$ cat config.mk
export PLATFORM = sky130hd
export DESIGN_NAME = collision_scanner
export DESIGN_NICKNAME = d
export VERILOG_FILES = /design/src/rtl/collision_pkg.sv /design/src/rtl/collision_scanner_probe_gen.sv /design/src/rtl/collision_scanner.sv
export SDC_FILE = /design/constraint.sdc
export NUM_CORES = 1
export LEC_CHECK = 0
export BUFFER_PORTS_ARGS = -buffer_cell sky130_fd_sc_hd__buf_4
export CAP_MARGIN = 10
export CORE_MARGIN = 2
export CORE_UTILIZATION = 42
export CTS_CLUSTER_DIAMETER = 200
export DETAILED_ROUTE_END_ITERATION = 6
export PLACE_DENSITY = 0.71
export SLEW_MARGIN = 20
export SYNTH_ARGS = -nofsm -noshare
export SYNTH_HDL_FRONTEND = slang
export SYNTH_SLANG_ARGS = --single-unit
$ cat constraint.sdc
create_clock -name clk -period 6.85 [get_ports clk]
set_input_delay 0.3425 -clock clk [delete_from_list [all_inputs] [get_ports clk]]
set_output_delay 0.3425 -clock clk [all_outputs]
set_load 0.005 [all_outputs]
$ cat src/rtl/collision_pkg.sv
// Shared types and helpers for the sprite edge collision scanner.
// Edge order doubles as scan order: top, right, bottom, left.
package collision_pkg;

    typedef enum logic [1:0] {
        EDGE_TOP    = 2'd0,
        EDGE_RIGHT  = 2'd1,
        EDGE_BOTTOM = 2'd2,
        EDGE_LEFT   = 2'd3
    } edge_t;

    typedef enum logic [1:0] {
        IDLE  = 2'd0,
        ISSUE = 2'd1,
        DRAIN = 2'd2,
        DONE  = 2'd3
    } state_t;

    typedef struct packed {
        logic  valid;
        edge_t side;
        logic  oob;
    } tag_t;

    localparam int HIT_TOP    = 3;
    localparam int HIT_RIGHT  = 2;
    localparam int HIT_BOTTOM = 1;
    localparam int HIT_LEFT   = 0;

    function automatic int probes_per_edge(input int size, input int step);
        return size / step + 1;
    endfunction

    function automatic logic [3:0] hit_bit(input edge_t side);
        logic [3:0] m;
        m = '0;
        case (side)
            EDGE_TOP:    m[HIT_TOP]    = 1'b1;
            EDGE_RIGHT:  m[HIT_RIGHT]  = 1'b1;
            EDGE_BOTTOM: m[HIT_BOTTOM] = 1'b1;
            EDGE_LEFT:   m[HIT_LEFT]   = 1'b1;
            default:     m = '0;
        endcase
        return m;
    endfunction

endpackage

$ cat src/rtl/collision_scanner_probe_gen.sv
// Walks the probe points of all four sprite edges, one per advance strobe,
// and flags probes that fall outside the visible screen.
module probe_gen
    import collision_pkg::*;
#(
    parameter int COORD_W  = 10,
    parameter int SIZE     = 32,
    parameter int STEP     = 8,
    parameter int SCREEN_W = 640,
    parameter int SCREEN_H = 480
) (
    input  logic               clk,
    input  logic               rst_n,
    input  logic               load,
    input  logic               advance,
    input  logic [COORD_W-1:0] base_x,
    input  logic [COORD_W-1:0] base_y,
    output logic [COORD_W-1:0] probe_x,
    output logic [COORD_W-1:0] probe_y,
    output edge_t              side,
    output logic               oob,
    output logic               last
);

    localparam int P       = probes_per_edge(SIZE, STEP);
    localparam int K_W     = $clog2(P);
    localparam int S_W     = COORD_W + 1;
    localparam int STEP_SH = $clog2(STEP);
    localparam logic [K_W-1:0] K_MAX = K_W'(P - 1);

    // remaining probes on the current edge; zero selects the SIZE-1 corner probe
    logic [K_W-1:0] k_rem_q;
    edge_t          side_q;
    logic [K_W-1:0] idx;
    logic [S_W-1:0] off, ext_x, ext_y, sum_x, sum_y;

    always_ff @(posedge clk or negedge rst_n) begin
        if (!rst_n) begin
            k_rem_q <= K_MAX;
            side_q  <= EDGE_TOP;
        end else if (load) begin
            k_rem_q <= K_MAX;
            side_q  <= EDGE_TOP;
        end else if (advance) begin
            if (k_rem_q == '0) begin
                k_rem_q <= K_MAX;
                side_q  <= edge_t'(side_q + 2'd1);
            end else begin
                k_rem_q <= k_rem_q - 1'b1;
            end
        end
    end

    always_comb begin
        idx   = K_MAX - k_rem_q;
        off   = (k_rem_q == '0) ? S_W'(SIZE - 1) : (S_W'(idx) << STEP_SH);
        ext_x = {1'b0, base_x};
        ext_y = {1'b0, base_y};
        sum_x = ext_x;
        sum_y = ext_y;
        case (side_q)
            EDGE_TOP: begin
                sum_x = ext_x + off;
                sum_y = ext_y;
            end
            EDGE_RIGHT: begin
                sum_x = ext_x + S_W'(SIZE - 1);
                sum_y = ext_y + off;
            end
            EDGE_BOTTOM: begin
                sum_x = ext_x + off;
                sum_y = ext_y + S_W'(SIZE - 1);
            end
            EDGE_LEFT: begin
                sum_x = ext_x;
                sum_y = ext_y + off;
            end
            default: begin
                sum_x = ext_x;
                sum_y = ext_y;
            end
        endcase
    end

    assign probe_x = sum_x[COORD_W-1:0];
    assign probe_y = sum_y[COORD_W-1:0];
    assign side    = side_q;
    assign oob     = sum_x[COORD_W] || sum_y[COORD_W] ||
                     (sum_x >= S_W'(SCREEN_W)) || (sum_y >= S_W'(SCREEN_H));
    assign last    = (side_q == EDGE_LEFT) && (k_rem_q == '0);

endmodule

$ cat src/rtl/collision_scanner.sv
// Per-sprite edge collision scanner: issues edge probes to a pipelined map
// port and accumulates a per-edge hit mask for the movement FSM.
//
//   state | meaning
//   IDLE  | waiting for start
//   ISSUE | one probe per cycle; leaves after last probe or early-exit hit
//   DRAIN | waiting for in-flight lookups to return
//   DONE  | one-cycle done pulse, results final
module collision_scanner
    import collision_pkg::*;
#(
    parameter int COORD_W  = 10,
    parameter int LEVEL_W  = 2,
    parameter int SIZE     = 32,
    parameter int STEP     = 8,
    parameter int MAP_LAT  = 1,
    parameter int SCREEN_W = 640,
    parameter int SCREEN_H = 480
) (
    input  logic               clk,
    input  logic               rst_n,
    input  logic               start,
    input  logic               early_exit,
    input  logic [COORD_W-1:0] x,
    input  logic [COORD_W-1:0] y,
    input  logic [LEVEL_W-1:0] level_id,
    output logic               map_req,
    output logic [COORD_W-1:0] map_x,
    output logic [COORD_W-1:0] map_y,
    output logic [LEVEL_W-1:0] map_level,
    input  logic               map_wall,
    output logic               busy,
    output logic               done,
    output logic [3:0]         hit_mask,
    output logic               is_wall
);

    state_t             state_q, state_d;
    logic               armed_q;
    logic [COORD_W-1:0] x_q, y_q;
    logic [LEVEL_W-1:0] level_q;
    logic               early_q;
    logic [3:0]         hit_mask_q;
    tag_t               tag_q [MAP_LAT];

    logic               accept, issuing, pipe_busy;
    logic [3:0]         ret_hits;
    logic [COORD_W-1:0] probe_x, probe_y;
    edge_t              probe_side;
    logic               probe_oob, probe_last;

    // armed_q blocks a start seen on the very first edge after reset release
    assign accept = (state_q == IDLE) && start && armed_q;

    probe_gen #(
        .COORD_W  (COORD_W),
        .SIZE     (SIZE),
        .STEP     (STEP),
        .SCREEN_W (SCREEN_W),
        .SCREEN_H (SCREEN_H)
    ) u_probe_gen (
        .clk     (clk),
        .rst_n   (rst_n),
        .load    (accept),
        .advance (issuing),
        .base_x  (x_q),
        .base_y  (y_q),
        .probe_x (probe_x),
        .probe_y (probe_y),
        .side    (probe_side),
        .oob     (probe_oob),
        .last    (probe_last)
    );

    always_ff @(posedge clk or negedge rst_n) begin
        if (!rst_n) state_q <= IDLE;
        else        state_q <= state_d;
    end

    always_comb begin
        state_d = state_q;
        case (state_q)
            IDLE:  if (accept) state_d = ISSUE;
            ISSUE: if (probe_last || (early_q && ((hit_mask_q | ret_hits) != 4'd0)))
                       state_d = DRAIN;
            DRAIN: if (!pipe_busy) state_d = DONE;
            DONE:  state_d = IDLE;
            default: state_d = IDLE;
        endcase
    end

    always_comb begin
        issuing = (state_q == ISSUE);
        busy    = (state_q == ISSUE) || (state_q == DRAIN);
        done    = (state_q == DONE);
        map_req = issuing && !probe_oob;
        map_x   = issuing ? probe_x : '0;
        map_y   = issuing ? probe_y : '0;
    end

    always_ff @(posedge clk or negedge rst_n) begin
        if (!rst_n) begin
            armed_q <= 1'b0;
            x_q     <= '0;
            y_q     <= '0;
            level_q <= '0;
            early_q <= 1'b0;
        end else begin
            armed_q <= 1'b1;
            if (accept) begin
                x_q     <= x;
                y_q     <= y;
                level_q <= level_id;
                early_q <= early_exit;
            end
        end
    end

    always_ff @(posedge clk or negedge rst_n) begin
        if (!rst_n) begin
            for (int i = 0; i < MAP_LAT; i++) tag_q[i] <= '0;
        end else begin
            tag_q[0] <= '{valid: issuing, side: probe_side, oob: probe_oob};
            for (int i = 1; i < MAP_LAT; i++) tag_q[i] <= tag_q[i-1];
        end
    end

    // the last stage lines up with map_wall; earlier stages are still in flight
    always_comb begin
        ret_hits = '0;
        if (tag_q[MAP_LAT-1].valid && (map_wall || tag_q[MAP_LAT-1].oob))
            ret_hits = hit_bit(tag_q[MAP_LAT-1].side);
        pipe_busy = 1'b0;
        for (int i = 0; i < MAP_LAT - 1; i++) pipe_busy = pipe_busy | tag_q[i].valid;
    end

    always_ff @(posedge clk or negedge rst_n) begin
        if (!rst_n)      hit_mask_q <= '0;
        else if (accept) hit_mask_q <= '0;
        else             hit_mask_q <= hit_mask_q | ret_hits;
    end

    assign hit_mask  = hit_mask_q;
    assign is_wall   = |hit_mask_q;
    assign map_level = level_q;

endmodule

* After elaboration in Yosys (flattened, before gate mapping)
Index checks and enable logic that the tools add are counted.
** Cells by class
- Reductions and logical operators :: 25
- Add/sub/neg operators :: 7
- Eq/ne operators :: 11
- Order comparisons :: 2
- Multiplexer cells :: 20
- Bitwise logic cells :: 1
** Operator list (count)
- $pmux W11 S3 :: 2
- $add A10 B11 Y11 :: 2
- $add A10 B5 Y11 const B :: 2
- $mux W10 :: 2
- $eq A2 B2 Y1 const B :: 6
- $ge A11 B10 Y1 const B :: 1
- $ge A11 B9 Y1 const B :: 1
- $mux W2 :: 5
- $mux W3 :: 3
- $mux W4 :: 2
- $pmux W2 S4 :: 1
- $eq A2 B1 Y1 const B :: 3
- $logic_and A1 B1 Y1 :: 6
- $logic_not A2 Y1 :: 3
- $logic_or A1 B1 Y1 :: 6
- $mux W6 :: 1
- $mux W1 :: 4
- $or A4 B4 Y4 :: 1
- $reduce_and A2 Y1 :: 2
- $reduce_bool A2 Y1 :: 2
- $reduce_bool A4 Y1 :: 1
- $reduce_or A2 Y1 :: 2
- $reduce_or A4 Y1 :: 1
- $logic_not A3 Y1 :: 1
- other kinds (6) :: 6
** Word-level totals
- Bits of input ports :: 27
- Flip-flop bits (word level) :: 39
- Word-level logic and storage cells :: 78
- Output and inout port bits :: 30

* Logic depth before layout (Yosys ltp)
- Depth in word-level cells :: 9
- Gate-level depth with buffers :: 12
- Depth with buffers taken out :: 12

* By module
A second synthesis with hierarchy kept.
** Unflattened totals
- Cells, all modules :: 282
- Area total of the unflattened synthesis :: 2790.2 um2
** Modules (own cells, without submodules)
- collision_scanner :: cells each 110, area an instance 1480.2 um2, instances 1, sequential area each 850.8 um2
- probe_gen :: cells each 172, area an instance 1310.0 um2, instances 1, sequential area each 126.4 um2

* Worst setup path after synthesis
Ideal clock, no wire load.
- Path kind :: register -> output
- Start point :: register u_probe_gen.side_q[0], in the netlist u_probe_gen.side[0]
- End point :: output port map_req
- Setup slack :: 3.443 ns
- Buffers on the path :: 1
- Stages on the path, launching flop included :: 13
- Data required time :: 6.508 ns
- Arrival :: 3.065 ns
- Path through :: dfrtp_1 inv_1 ha_1 clkbuf_1 o21ai_0 ha_1 fa_1 a211oi_1 o21ai_1 o21ai_2 mux2i_1 a2111oi_2 nor4_1
** On the way
- Word-level cells in the longest chain between the ends :: 8
- Elaborated cells between the ends (all ways) :: 15
- Classes of those cells :: order compare (2); eq/ne (3); mux (2); reduce/logical (8)
** RTL lines
- from (decl) :: RTL line collision_scanner_probe_gen.sv:33 : edge_t side_q;
- from (signal assigned) :: RTL line collision_scanner_probe_gen.sv:47 : side_q <= edge_t'(side_q + 2'd1);
- $eq A2 B2 Y1, or another cell as far along :: RTL line collision_scanner_probe_gen.sv:61 : case (side_q)
- $reduce_or A2 Y1 (no line)
- $pmux W11 S3 :: RTL line collision_scanner_probe_gen.sv:61
- $ge A11 B10 Y1 / $logic_or A1 B1 Y1 (equally long branches) :: RTL line collision_scanner_probe_gen.sv:89, collision_scanner_probe_gen.sv:88
- $logic_or A1 B1 Y1 :: RTL line collision_scanner_probe_gen.sv:88 : assign oob = sum_x[COORD_W] || sum_y[COORD_W] ||
- $logic_or A1 B1 Y1 (*) :: RTL line collision_scanner_probe_gen.sv:89 : (sum_x >= S_W'(SCREEN_W)) || (sum_y >= S_W'(SCREEN_H));
- $logic_not A1 Y1 (*) :: RTL line collision_scanner.sv:96 : map_req = issuing && !probe_oob;
- $logic_and A1 B1 Y1 (*) :: RTL line collision_scanner.sv:96
- to (decl) :: RTL line collision_scanner.sv:27 : output logic map_req,
Mark *: on every way between the ends. The rest lies on a longest branch, timed or not.

* Worst setup path in the final report
Ends and elaborated chain as after synthesis.

==> flow_summary_export.csv <==
group,metric,value,unit
status,status,"completed",
layout,fillers,609,
floorplan,dieHeight,84.6,µm
worst_setup_path,reg2reg_from,"u_probe_gen.side[0]",
power_and_ir_drop,p_seq_share,25.0,%
layout,fin_nets,429,
yosys,synth_area_per_cell,8.41,µm²
placed_design,pre_cts_slack,3.02,ns
sta,slew_violations,0,
yosys,yosysWarnings,0,
yosys,ys_seq_elements,39,
run,drv_cap,0,
placed_design,dp.final_hpwl,4500,µm
yosys,syn_area,0.00273,mm²
sta,layout_setup_ws,2.67,ns
layout,syn2layout_area_growth,21.9,%
yosys,syn_nets,376,
global_route,overflow,0,
yosys,async_flop_share,100,%
worst_setup_path,critPathMaxFanout,14,
detailed_routing,vias_per_cell,5.12,
floorplan,initial_core_util,43.2,%
yosys,ys_top_cells_by_area,"dfrtp_1, nand2_1, ha_1",
yosys,yosysMostFrequentCell,"nand2_1",
floorplan,core-area,0.00631,mm²
clock_network,cts_resized,0,
worst_setup_path,cp_num_buf_inv,2,
worst_hold_path,hp-class,"in2async",
sta,tightest_slew,0.976,ns
detailed_routing,vias,2331,
clock_network,cts_sinks,39,
yosys,synth_cells,324,
detailed_routing,drc,0,
power_and_ir_drop,p_sw,0.000785,W
sta,min_period_over_period,61.0,%
sta,tns,0,ns
placed_design,io_buffer_count,56,
power_and_ir_drop,switching_share,44.0,%
power_and_ir_drop,combPwrFrac,64.0,%
worst_setup_path,cp_cell_sequence,"inv_1 > ha_1 > o21ai_0 > ha_1 > fa_1 > a211oi_1 > o21ai_1 > o21ai_2 > mux2i_1 > a2111oi_2 > nor4_1 > buf_4",
clock_network,cts_max_path_buffers,2,
layout,final_core_util,52.6,%
worst_setup_path,critPathRequiredTime,6.51,ns
yosys,synth_top_cells_by_count,"nand2_1, dfrtp_1, ha_1, nor2_1, o21ai_0",
sta,slew_headroom,34.7,%
global_route,antenna_found_initial,0,
global_route,grt_usage,17.7,%
placed_design,gp_congestion,0.899,
yosys,synth_top_area_share,34.9,%
power_and_ir_drop,power.leakage,1.67,nW
clock_network,cts_max_level,2,
global_route,grt_util_met3,3.34,%
sta,finalSetupViolations,0,
global_route,grt_first_pass_wirelength,10300,µm
worst_setup_path,r2r-end,"tag_q[0]",
detailed_routing,drt_iter0_drc,126,
worst_setup_path,r2r_cells,11,
yosys,synth_edf_count,0,
worst_setup_path,crit_top_cell,"ha_1",
detailed_routing,routed_wl,6140,µm
clock_network,clockRootBuffer,"clkbuf_8",
sta,hold_viol_final,0,
clock_network,cts_buffers,5,
global_route,use_met1,23.8,%
sta,clock_skew,0.00573,ns
detailed_routing,detail-route-antenna-nets,0,
worst_setup_path,crit_type,"reg2out",
clock_network,cts_tree,"done",
yosys,synth_seq_area_share,35.9,%
layout,diodes,0,
sta,fmax,239,MHz
global_route,met2_usage,29.8,%
sta,hold_ws,0.0102,ns
yosys,synth_top_area_cell,"dfrtp_1",
yosys,ys_types,49,
detailed_routing,wl_per_cell,13.5,µm
worst_setup_path,cp_slowest_cell,"ha_1",
clock_network,clk_pin_slew_worst_paths,0.08,ns
power_and_ir_drop,p_per_area,537,mW/mm²
worst_setup_path,cp_slowest_stage_delay,0.50,ns
worst_setup_path,critPathArrivalTime,3.84,ns
clock_network,clkLatencyLatePin,0.30,ns
layout,drive_gt1_share,20.9,%
global_route,grt_pass1_vias,2271,
clock_network,cts_hold_buf,0,
sta,rsz0062_at_grt,"no",
worst_setup_path,cp-start-kind,"flip-flop",
global_route,grt_max_degree,40,
worst_setup_path,reg2reg_slack,3.20,ns
floorplan,dieArea,0.00715,mm²
floorplan,rows,29,
detailed_routing,dr.pass1.iters,4,
sta,period_minus_slack,4.18,ns
yosys,synth_flop_cell,"dfrtp_1",
power_and_ir_drop,p_clk_share,11.0,%
worst_setup_path,path_delay_family,"adder cells",
power_and_ir_drop,internal_power,0.000998,W
worst_setup_path,cp-end-kind,"primary output",
clock_network,post_cts_buffers,0,
power_and_ir_drop,peakVddDrop,223,µV
floorplan,io_pins,57,
global_route,grt-busiest-layer,"met2",
floorplan,die_width,84.6,µm
## power groups by stage
stage / clock network [W] / registers [W] / logic, W
floorplan: 0 / 0.000422 / 0.000828
global placement: 0 / 0.000447 / 0.00112
detailed placement: 0 / 0.000450 / 0.00114
CTS: 0.000200 / 0.000446 / 0.00115
global route: 0.000209 / 0.000465 / 0.00129
finish: 0.000196 / 0.000446 / 0.00114
## kinds of logic after synthesis
family | after synthesis | synth area share, %
buffers and inverters | 20 | 2.75
adders and majority gates | 25 | 12.0
xor gates and xnor gates | 13 | 4.45
other | 1 | 0.138
DFF | 39 | 35.9
and+or+nand+nor | 158 | 27.1
AOI/OAI and AO/OA | 61 | 15.1
muxes | 7 | 2.62
## metal layers
layer | part of all wire (%) | vias to the layer above | wire, µm
met1 | 46 | 1071 | 2840
met2 | 49 | 51 | 2990
met3 | 4.2 | 7 | 260
met5 | 0 | - | 0
met4 | 0.81 | 0 | 50
li1 | - | 1202 | -
## final cells by class
| cell class | count | area [µm²] | share of cell area (%) |
|---|---|---|---|
| inverter | 9 | 33.8 | 1.02 |
| clock inverter | 3 | 43.8 | 1.32 |
| tap | 77 | 96.3 | 2.90 |
| clock buffer | 5 | 68.8 | 2.07 |
| timing repair buffer | 57 | 428 | 12.9 |
| multi-input combinational | 265 | 1670 | 50.4 |
| sequential | 39 | 977 | 29.4 |
## registers in the layout, summed over array words and instances (netlist names)
signal and flops:
early_q 1, state_q 2, x_q 10, u_probe_gen.side 2
y_q 10, tag_q 4, map_level 2, u_probe_gen.k_rem_q 3
hit_mask 4, armed_q 1
## how the worst max path moves through the flow
stage,from,to,slack [ns],cells after the start
finish,u_probe_gen.side[0],map_req,2.67,12
global route,u_probe_gen.side[0],map_req,2.35,12
CTS,u_probe_gen.side[0],map_req,2.66,12
detailed placement,u_probe_gen.side[0],map_req,3.02,12
global placement,u_probe_gen.side[0],map_req,3.15,12
floorplan,u_probe_gen.side[0],map_req,3.44,12
## cells in the final DEF (no fill, tap or decap), drive strengths merged, types with 2 or more instances in the layout
master | Yosys | routed
a31oi | 2 | 2
dfrtp | 38 | 38
inv | 9 | 9
a21oi | 10 | 10
and2 | 12 | 12
and3 | 2 | 2
or3 | 6 | 6
nor3 | 4 | 4
clkinv | 0 | 2
buf | 0 | 57
a211oi | 6 | 6
nand2b | 5 | 5
ha | 23 | 23
or4 | 2 | 2
nand2 | 81 | 81
a21o | 5 | 5
o21a | 3 | 3
nand3 | 8 | 8
a21boi | 2 | 2
o21ai | 23 | 23
clkbuf | 11 | 5
xor2 | 8 | 8
o21ba | 2 | 2
nor2 | 22 | 22
nor2b | 10 | 10
mux2i | 6 | 6
xnor2 | 5 | 5
fa | 2 | 2
## worst reg2reg max path, cell delays in order (launching register included)
cell and delay [ns]:
dfrtp_1 0.42, inv_1 0.14, ha_1 0.50, o21ai_0 0.35
ha_1 0.33, fa_1 0.44, a211oi_1 0.24, o21ai_1 0.11
o21ai_2 0.13, mux2i_1 0.25, a2111oi_2 0.10, or4_4 0.53
## through the flow
| stage | std cells | cell area, µm² | power [W] |
|---|---|---|---|
| final | 455 | 3320 | 0.00178 |
| after global routing | 455 | 3320 | 0.00196 |
| after CTS | 455 | 3320 | 0.00179 |
| after detailed placement | 447 | 3210 | 0.00159 |
| after global placement | 447 | 3210 | 0.00156 |
| after floorplan | 324 | 2730 | 0.00125 |
Note: power is estimated with default switching activity, not from simulation.
